**config.mk**
```make
export PLATFORM = sky130hd
export DESIGN_NAME = disp_capture
export DESIGN_NICKNAME = d
export VERILOG_FILES = /design/src/rtl/disp_pkg.sv /design/src/rtl/seg_decode.sv /design/src/rtl/disp_capture.sv
export SDC_FILE = /design/constraint.sdc
export NUM_CORES = 1
export LEC_CHECK = 0
export BUFFER_PORTS_ARGS = -buffer_cell sky130_fd_sc_hd__clkbuf_2
export CAP_MARGIN = 20
export CORE_MARGIN = 1
export CORE_UTILIZATION = 60
export CTS_BUF_LIST = sky130_fd_sc_hd__clkbuf_8
export CTS_CLUSTER_DIAMETER = 40
export DETAILED_ROUTE_END_ITERATION = 7
export PLACE_DENSITY = 0.82
export SLEW_MARGIN = 20
export SYNTH_ARGS = -nofsm -noshare
export SYNTH_HDL_FRONTEND = slang
export SYNTH_SLANG_ARGS = --single-unit
```
**constraint.sdc**
```tcl
create_clock -name clk -period 6.4 [get_ports clk]
set_input_delay 1.6 -clock clk [delete_from_list [all_inputs] [get_ports clk]]
set_output_delay 1.6 -clock clk [all_outputs]
set_load 0.02 [all_outputs]
```
**src/rtl/disp_pkg.sv**
```systemverilog
// disp_pkg: types and constants shared by the 7-segment display path.
//
// Contents:
//   nibble_t  - one hex digit (4 bits)
//   seg_t     - active-low segment vector, bit order g,f,e,d,c,b,a
//   N_DIGITS  - number of multiplexed digit positions
//   SEG_HEX   - active-low gfedcba pattern for hex values 0..F; entry i is
//               the pattern that displays value i. The display controller
//               drives from the same table, so capture and drive cannot drift.
package disp_pkg;

    typedef logic [3:0] nibble_t;
    typedef logic [6:0] seg_t;

    localparam int N_DIGITS = 4;

    // Written MSB-first, so the last element is entry 0.
    localparam seg_t [15:0] SEG_HEX = {
        7'b0001110,  // F
        7'b0000110,  // E
        7'b0100001,  // d
        7'b1000110,  // C
        7'b0000011,  // b
        7'b0001000,  // A
        7'b0010000,  // 9
        7'b0000000,  // 8
        7'b1111000,  // 7
        7'b0000010,  // 6
        7'b0010010,  // 5
        7'b0011001,  // 4
        7'b0110000,  // 3
        7'b0100100,  // 2
        7'b1111001,  // 1
        7'b1000000   // 0
    };

    // All segments dark on all positions: the idle {an,seg} sample.
    localparam logic [10:0] SMP_IDLE = 11'h7FF;

endpackage

```
**src/rtl/seg_decode.sv**
```systemverilog
// seg_decode: combinational reverse lookup of an active-low 7-segment
// pattern into the hex value it displays.
//
// Ports:
//   seg    in  7  active-low segments, g,f,e,d,c,b,a
//   hit    out 1  pattern matches an entry of SEG_HEX
//   nibble out 4  matching value; 0 when there is no match
module seg_decode
    import disp_pkg::*;
(
    input  logic [6:0] seg,
    output logic       hit,
    output logic [3:0] nibble
);

    // Table entries are all distinct, so at most one compare can match.
    always_comb begin
        hit    = 1'b0;
        nibble = 4'h0;
        for (int i = 0; i < 16; i++) begin
            if (seg == SEG_HEX[i]) begin
                hit    = 1'b1;
                nibble = 4'(i);
            end
        end
    end

endmodule

```
**src/rtl/disp_capture.sv**
```systemverilog
// disp_capture: passive observer of a multiplexed 4-digit 7-segment display.
// Samples {an,seg} every clock, accepts a pattern once it has been seen on
// STABLE consecutive samples, decodes the lit digit, and publishes a 16-bit
// frame after all four positions have been accepted.
//
// Parameters:
//   STABLE  consecutive identical samples needed to accept (>= 1)
//
// Ports:
//   clk     in  1   system clock, rising edge
//   reset   in  1   asynchronous active-high reset
//   an      in  4   anode enables, active-low; an[i]=0 lights digit i
//   seg     in  7   segments, active-low, g,f,e,d,c,b,a
//   digits  out 16  last complete frame, digit i in [4i+3:4i]
//   valid   out 1   one-cycle pulse when digits is updated
//   err     out 1   sticky error flag
//
// Build option:
//   DISP_CAPTURE_ERR_EN  when defined, err sets on an accepted-length run
//                        with more than one anode low, or with a segment
//                        pattern not in the table. Otherwise err is 0 and
//                        such runs are ignored / decoded as 0.
module disp_capture
    import disp_pkg::*;
#(
    parameter int STABLE = 2
) (
    input  logic        clk,
    input  logic        reset,
    input  logic [3:0]  an,
    input  logic [6:0]  seg,
    output logic [15:0] digits,
    output logic        valid,
    output logic        err
);

    localparam int CW = (STABLE < 1) ? 1 : $clog2(STABLE + 1);
    localparam logic [CW-1:0] STABLE_C = CW'(STABLE);

    // ------------------------------------------------------------------
    // State
    // ------------------------------------------------------------------
    logic [10:0]                smp_q,    smp_d;
    logic [CW-1:0]              cnt_q,    cnt_d;
    nibble_t [N_DIGITS-1:0]     buf_q,    buf_d;
    logic [N_DIGITS-1:0]        seen_q,   seen_d;
    logic [15:0]                digits_q, digits_d;
    logic                       valid_q,  valid_d;

    // ------------------------------------------------------------------
    // Input analysis
    // ------------------------------------------------------------------
    logic [10:0]         sample;
    logic                same;
    logic                reach;
    logic [2:0]          n_low;
    logic                one_low;
    logic [N_DIGITS-1:0] slot_sel;
    logic [1:0]          slot_idx;
    logic                dec_hit;
    logic [3:0]          dec_nibble;
    nibble_t             nib;
    logic                accept;

    assign sample = {an, seg};
    assign same   = (sample == smp_q);

    // Run counter: reload to 1 on any change, otherwise count up and hold
    // at STABLE.
    always_comb begin
        cnt_d = cnt_q;
        if (!same) begin
            cnt_d = CW'(1);
        end else if (cnt_q != STABLE_C) begin
            cnt_d = cnt_q + CW'(1);
        end
    end

    // The run reaches STABLE on exactly one edge: once saturated with the
    // same input, cnt_d equals STABLE again but that is not a new arrival.
    assign reach = (cnt_d == STABLE_C) && !(same && (cnt_q == STABLE_C));

    // Count low anodes and locate the selected position.
    always_comb begin
        n_low    = 3'd0;
        slot_idx = 2'd0;
        for (int i = 0; i < N_DIGITS; i++) begin
            if (!an[i]) begin
                n_low    = n_low + 3'd1;
                slot_idx = 2'(i);
            end
        end
    end

    assign one_low = (n_low == 3'd1);

    genvar gi;
    generate
        for (gi = 0; gi < N_DIGITS; gi++) begin : g_sel
            assign slot_sel[gi] = one_low && !an[gi];
        end
    endgenerate

    seg_decode u_seg_decode (
        .seg    (seg),
        .hit    (dec_hit),
        .nibble (dec_nibble)
    );

    // Unknown patterns land in the buffer as 0.
    assign nib    = dec_hit ? dec_nibble : 4'h0;
    assign accept = reach && one_low;

    // ------------------------------------------------------------------
    // Frame assembly
    // ------------------------------------------------------------------
    logic [N_DIGITS-1:0] seen_nx;

    always_comb begin
        smp_d    = sample;
        buf_d    = buf_q;
        seen_d   = seen_q;
        digits_d = digits_q;
        valid_d  = 1'b0;
        seen_nx  = seen_q | slot_sel;
        if (accept) begin
            buf_d[slot_idx] = nib;
            if (&seen_nx) begin
                // Completing edge: publish including the new nibble; the
                // buffer itself is kept, only the seen mask restarts.
                digits_d = buf_d;
                valid_d  = 1'b1;
                seen_d   = '0;
            end else begin
                seen_d = seen_nx;
            end
        end
    end

    always_ff @(posedge clk or posedge reset) begin
        if (reset) begin
            smp_q    <= SMP_IDLE;
            cnt_q    <= '0;
            buf_q    <= '0;
            seen_q   <= '0;
            digits_q <= '0;
            valid_q  <= 1'b0;
        end else begin
            smp_q    <= smp_d;
            cnt_q    <= cnt_d;
            buf_q    <= buf_d;
            seen_q   <= seen_d;
            digits_q <= digits_d;
            valid_q  <= valid_d;
        end
    end

    assign digits = digits_q;
    assign valid  = valid_q;

    // ------------------------------------------------------------------
    // Error flag
    // ------------------------------------------------------------------
`ifdef DISP_CAPTURE_ERR_EN
    logic err_q, err_d;
    logic multi_low;

    assign multi_low = (n_low > 3'd1);

    // A blank display (no anode low) is never an error.
    always_comb begin
        err_d = err_q;
        if (reach && (multi_low || (one_low && !dec_hit))) begin
            err_d = 1'b1;
        end
    end

    always_ff @(posedge clk or posedge reset) begin
        if (reset) begin
            err_q <= 1'b0;
        end else begin
            err_q <= err_d;
        end
    end

    assign err = err_q;
`else
    assign err = 1'b0;
`endif

endmodule

```
==> impl_metrics.prom <==
# TYPE chip_impl_metric gauge
chip_impl_info{name="run_status",value="complete, no violations"} 1
chip_impl_metric{name="clock_latency",unit="ps"} 310
chip_impl_metric{name="drc",unit=""} 0
chip_impl_metric{name="core_region_area",unit="um^2"} 4144
chip_impl_metric{name="hold_viol",unit=""} 0
chip_impl_metric{name="overflow",unit=""} 0
chip_impl_metric{name="groute.layer.met2.usage",unit=""} 0.3824
chip_impl_metric{name="ctsResizeCount",unit=""} 0
chip_impl_metric{name="design.portCount",unit=""} 31
chip_impl_metric{name="detail_route.wirelength",unit="um"} 4858
chip_impl_metric{name="post-route-util",unit=""} 0.6972
chip_impl_metric{name="gr-usage-all-layers",unit=""} 0.2429
chip_impl_metric{name="netlist_instances",unit=""} 235
chip_impl_metric{name="worst_ep_arrival_time",unit="ps"} 4530
chip_impl_info{name="globalRoute.busiestLayer",value="met2"} 1
chip_impl_metric{name="design.die.area",unit="um^2"} 4712
chip_impl_metric{name="clock_power_share",unit=""} 0.334
chip_impl_metric{name="fin_skew",unit="ps"} 6.680
chip_impl_metric{name="setup-tns-final",unit="ps"} 0
chip_impl_info{name="synth_area_leaders",value="sky130_fd_sc_hd__dfrtp_1 (37%), sky130_fd_sc_hd__dfstp_2 (11%), sky130_fd_sc_hd__mux2_2 (9.7%)"} 1
chip_impl_metric{name="die_height",unit="um"} 68.65
chip_impl_info{name="synth_largest_area_cell",value="sky130_fd_sc_hd__dfrtp_1"} 1
chip_impl_metric{name="crit_fanout",unit=""} 17
chip_impl_metric{name="floorplan.rows",unit=""} 23
chip_impl_metric{name="worst_pin_slew",unit="ps"} 876.0
chip_impl_metric{name="final_antenna_net_count",unit=""} 0
chip_impl_metric{name="cts_buffer_depth",unit=""} 2
chip_impl_info{name="worstSetupPathType",value="input port to flip-flop"} 1
chip_impl_metric{name="route.vias.total",unit=""} 1817
chip_impl_metric{name="grtUsageMet3",unit=""} 0.03947
chip_impl_metric{name="cellInternalPower",unit="uW"} 431.8
chip_impl_metric{name="post-cts-setup-buffers",unit=""} 0
chip_impl_metric{name="total_leakage_power",unit="nW"} 1.364
chip_impl_metric{name="syn_nets",unit=""} 253
chip_impl_metric{name="peakVddDrop",unit="mV"} 0.1643
chip_impl_metric{name="timing.final.crit_share",unit=""} 0.6759
chip_impl_metric{name="power.density",unit="nW/um^2"} 200.2
chip_impl_metric{name="dieWidth",unit="um"} 68.65
chip_impl_info{name="clockRootBuffer",value="sky130_fd_sc_hd__clkbuf_8"} 1
chip_impl_metric{name="final.min_clock_period",unit="ps"} 4326
chip_impl_metric{name="detail_route.iter0.violations",unit=""} 123
chip_impl_metric{name="pwr-share-seq",unit=""} 0.560
chip_impl_metric{name="use_met1",unit=""} 0.3330
chip_impl_metric{name="clkSlewWorstSetupHoldPaths",unit="ps"} 90
chip_impl_metric{name="wl_per_cell",unit="um"} 15.72
chip_impl_info{name="layout_commonest_cell",value="sky130_fd_sc_hd__dfrtp_1"} 1
chip_impl_metric{name="final_nets",unit=""} 276
chip_impl_metric{name="final-max-slew-violation-count",unit=""} 0
chip_impl_metric{name="syn-cell-area",unit="um^2"} 2665
chip_impl_metric{name="power_switching_share",unit=""} 0.2532
chip_impl_metric{name="synth-edff-count",unit=""} 0
chip_impl_metric{name="achievable-frequency",unit="GHz"} 0.2312
chip_impl_metric{name="placement.io_buffers",unit=""} 29
chip_impl_metric{name="via_count_of_the_first_global_routing_pass",unit=""} 1699
chip_impl_info{name="tritoncts",value="yes"} 1
chip_impl_metric{name="h-tree-depth",unit=""} 2
chip_impl_metric{name="area_delta_synth_final",unit="%"} 8.404
chip_impl_metric{name="finalSetupViolCount",unit=""} 0
chip_impl_info{name="cp-start-kind",value="input port"} 1
chip_impl_metric{name="synth.ff_latch_count",unit=""} 50
chip_impl_metric{name="slew_headroom",unit=""} 0.4120
chip_impl_info{name="postSynth.topFlopCell",value="sky130_fd_sc_hd__dfrtp_1"} 1
chip_impl_metric{name="synthArstFlopShare",unit=""} 1.000
chip_impl_metric{name="antenna-diode-count",unit=""} 0
chip_impl_metric{name="firstDrtPassIters",unit=""} 4
chip_impl_metric{name="detailedPlacementHpwl",unit="um"} 3478
chip_impl_metric{name="clock_sink_count",unit=""} 50
chip_impl_metric{name="final_layout_size_suffix_gt1_frac",unit=""} 0.3475
chip_impl_info{name="layout_common_cells",value="sky130_fd_sc_hd__dfrtp_1 (39), sky130_fd_sc_hd__clkbuf_2 (29), sky130_fd_sc_hd__mux2_2 (23)"} 1
chip_impl_metric{name="first_pass_grt_wire_length",unit="um"} 8197
chip_impl_metric{name="drt-vias-per-instance",unit=""} 5.880
chip_impl_metric{name="cp_data_required_time",unit="ps"} 6610
chip_impl_info{name="critical_path_sink_type",value="flip-flop"} 1
chip_impl_metric{name="p_sw",unit="uW"} 146.4
chip_impl_metric{name="yosysWarnings",unit=""} 0
chip_impl_metric{name="grt_max_degree",unit=""} 51
chip_impl_metric{name="grt_antenna_before_repair",unit=""} 0
chip_impl_metric{name="drv_cap",unit=""} 0
chip_impl_metric{name="synth_area_per_cell",unit="um^2"} 11.34
chip_impl_info{name="unrepaired_setup_endpoints_after_global_routing",value="no"} 1
chip_impl_info{name="min-delay-path-class",value="flip-flop to flip-flop"} 1
chip_impl_metric{name="gpl.final_weighted_congestion",unit=""} 0.7960
chip_impl_metric{name="initial_utilization",unit=""} 0.6431
chip_impl_metric{name="cts_buffers",unit=""} 5
chip_impl_metric{name="power.combinational.fraction",unit=""} 0.106
chip_impl_metric{name="synth_top_area_frac",unit=""} 0.3662
chip_impl_metric{name="synth.distinct_cells",unit=""} 54
chip_impl_metric{name="cts_hold_repair.buffers",unit=""} 0
chip_impl_metric{name="post_synthesis_sequential_area_ratio",unit=""} 0.4746
[stage by stage]
stage | total power, mW | std cells | area (um^2) | hold WS (ps) | setup slack, ps
after detailed placement | 0.3916 | 301 | 2793 | 486.0 | 1731
after global placement | 0.3896 | 301 | 2793 | 486.8 | 1910
final | 0.5782 | 309 | 2889 | 508.2 | 2074
after global routing | 0.5996 | 309 | 2889 | 530.7 | 1830
after CTS | 0.5821 | 309 | 2888 | 513.7 | 2069
after floorplan | 0.3779 | 235 | 2665 | 463.0 | 2332
[cell families after synthesis]
kind of cell | Yosys count | synth area share
XOR/XNOR | 16 | 0.05540
other | 1 | 0.001407
buffers and inverters | 19 | 0.03849
adder cells (fa/ha/maj) | 5 | 0.02347
flip-flops | 50 | 0.4747
AO/OA/AOI/OAI | 44 | 0.1080
AND/OR/NAND/NOR | 67 | 0.1470
multiplexers | 33 | 0.1516
[synthesized netlist by cell type (all sizes together), types with 2 or more instances]
cell type / n
inv: 6
and3: 2
dfrtp: 39
nor2: 10
buf: 10
a21oi: 6
ha: 5
o21a: 3
and2: 2
nand4: 3
nand4b: 3
o211ai: 2
mux2: 32
a31o: 2
nand3b: 5
nand2: 21
a31oi: 4
nand2b: 2
dfstp: 11
a211o: 2
and3b: 2
clkbuf: 3
nor3b: 2
o21ai: 17
xnor2: 16
or2: 2
nand3: 5
[final timing paths]
check | startpoint | to | slack (ps) | cells past startpoint
max | an[1] | digits[2] | 2070 | 11
min | seen_q[0] | seen_q[0] | 510 | 2
max reg2reg | smp_q[2] | digits[2] | 3990 | 6
min reg2reg | seen_q[0] | seen_q[0] | 510 | 2
max in group asynchronous | reset | cnt_q[0] | 4520 | 2
min in group asynchronous | reset | buf_q[4] | 1400 | 2
[power by group through the flow]
stage | logic (mW) | clock network [mW] | registers (mW)
global placement | 0.0599 | 0 | 0.330
floorplan | 0.0483 | 0 | 0.330
finish | 0.0613 | 0.193 | 0.324
CTS | 0.0618 | 0.196 | 0.324
global route | 0.0694 | 0.206 | 0.325
detailed placement | 0.0616 | 0 | 0.330
[per-layer routing]
layer | part of all wire | wire [um]
met1 | 0.49 | 2363
met2 | 0.46 | 2247
met3 | 0.034 | 165
met4 | 0.017 | 82
met5 | 0 | 0
[registers in the layout, summed over array words and instances, names as in the netlist]
| name | count |
|---|---|
| smp_q | 11 |
| buf_q | 16 |
| digits | 16 |
| valid | 1 |
| cnt_q | 2 |
| seen_q | 4 |
[critical path: stages]
cell	delay, ps
sky130_fd_sc_hd__clkbuf_2	150
sky130_fd_sc_hd__inv_1	110
sky130_fd_sc_hd__ha_1	370
sky130_fd_sc_hd__xnor2_1	300
sky130_fd_sc_hd__ha_1	280
sky130_fd_sc_hd__or2_1	250
sky130_fd_sc_hd__o211ai_2	240
sky130_fd_sc_hd__and3_1	180
sky130_fd_sc_hd__and3_1	350
sky130_fd_sc_hd__nand3_4	310
sky130_fd_sc_hd__mux2_4	380
[layout make-up]
cell class	instances	area, um^2
fillers	322	1255
flip-flops and latches	50	1265
clock inverters	2	12.51
multi-input cells	166	1297
well taps	50	62.56
inverters	6	23.77
repair buffers	29	145.1
clock buffers	6	82.58
Note: power is estimated with default switching activity, not from simulation.
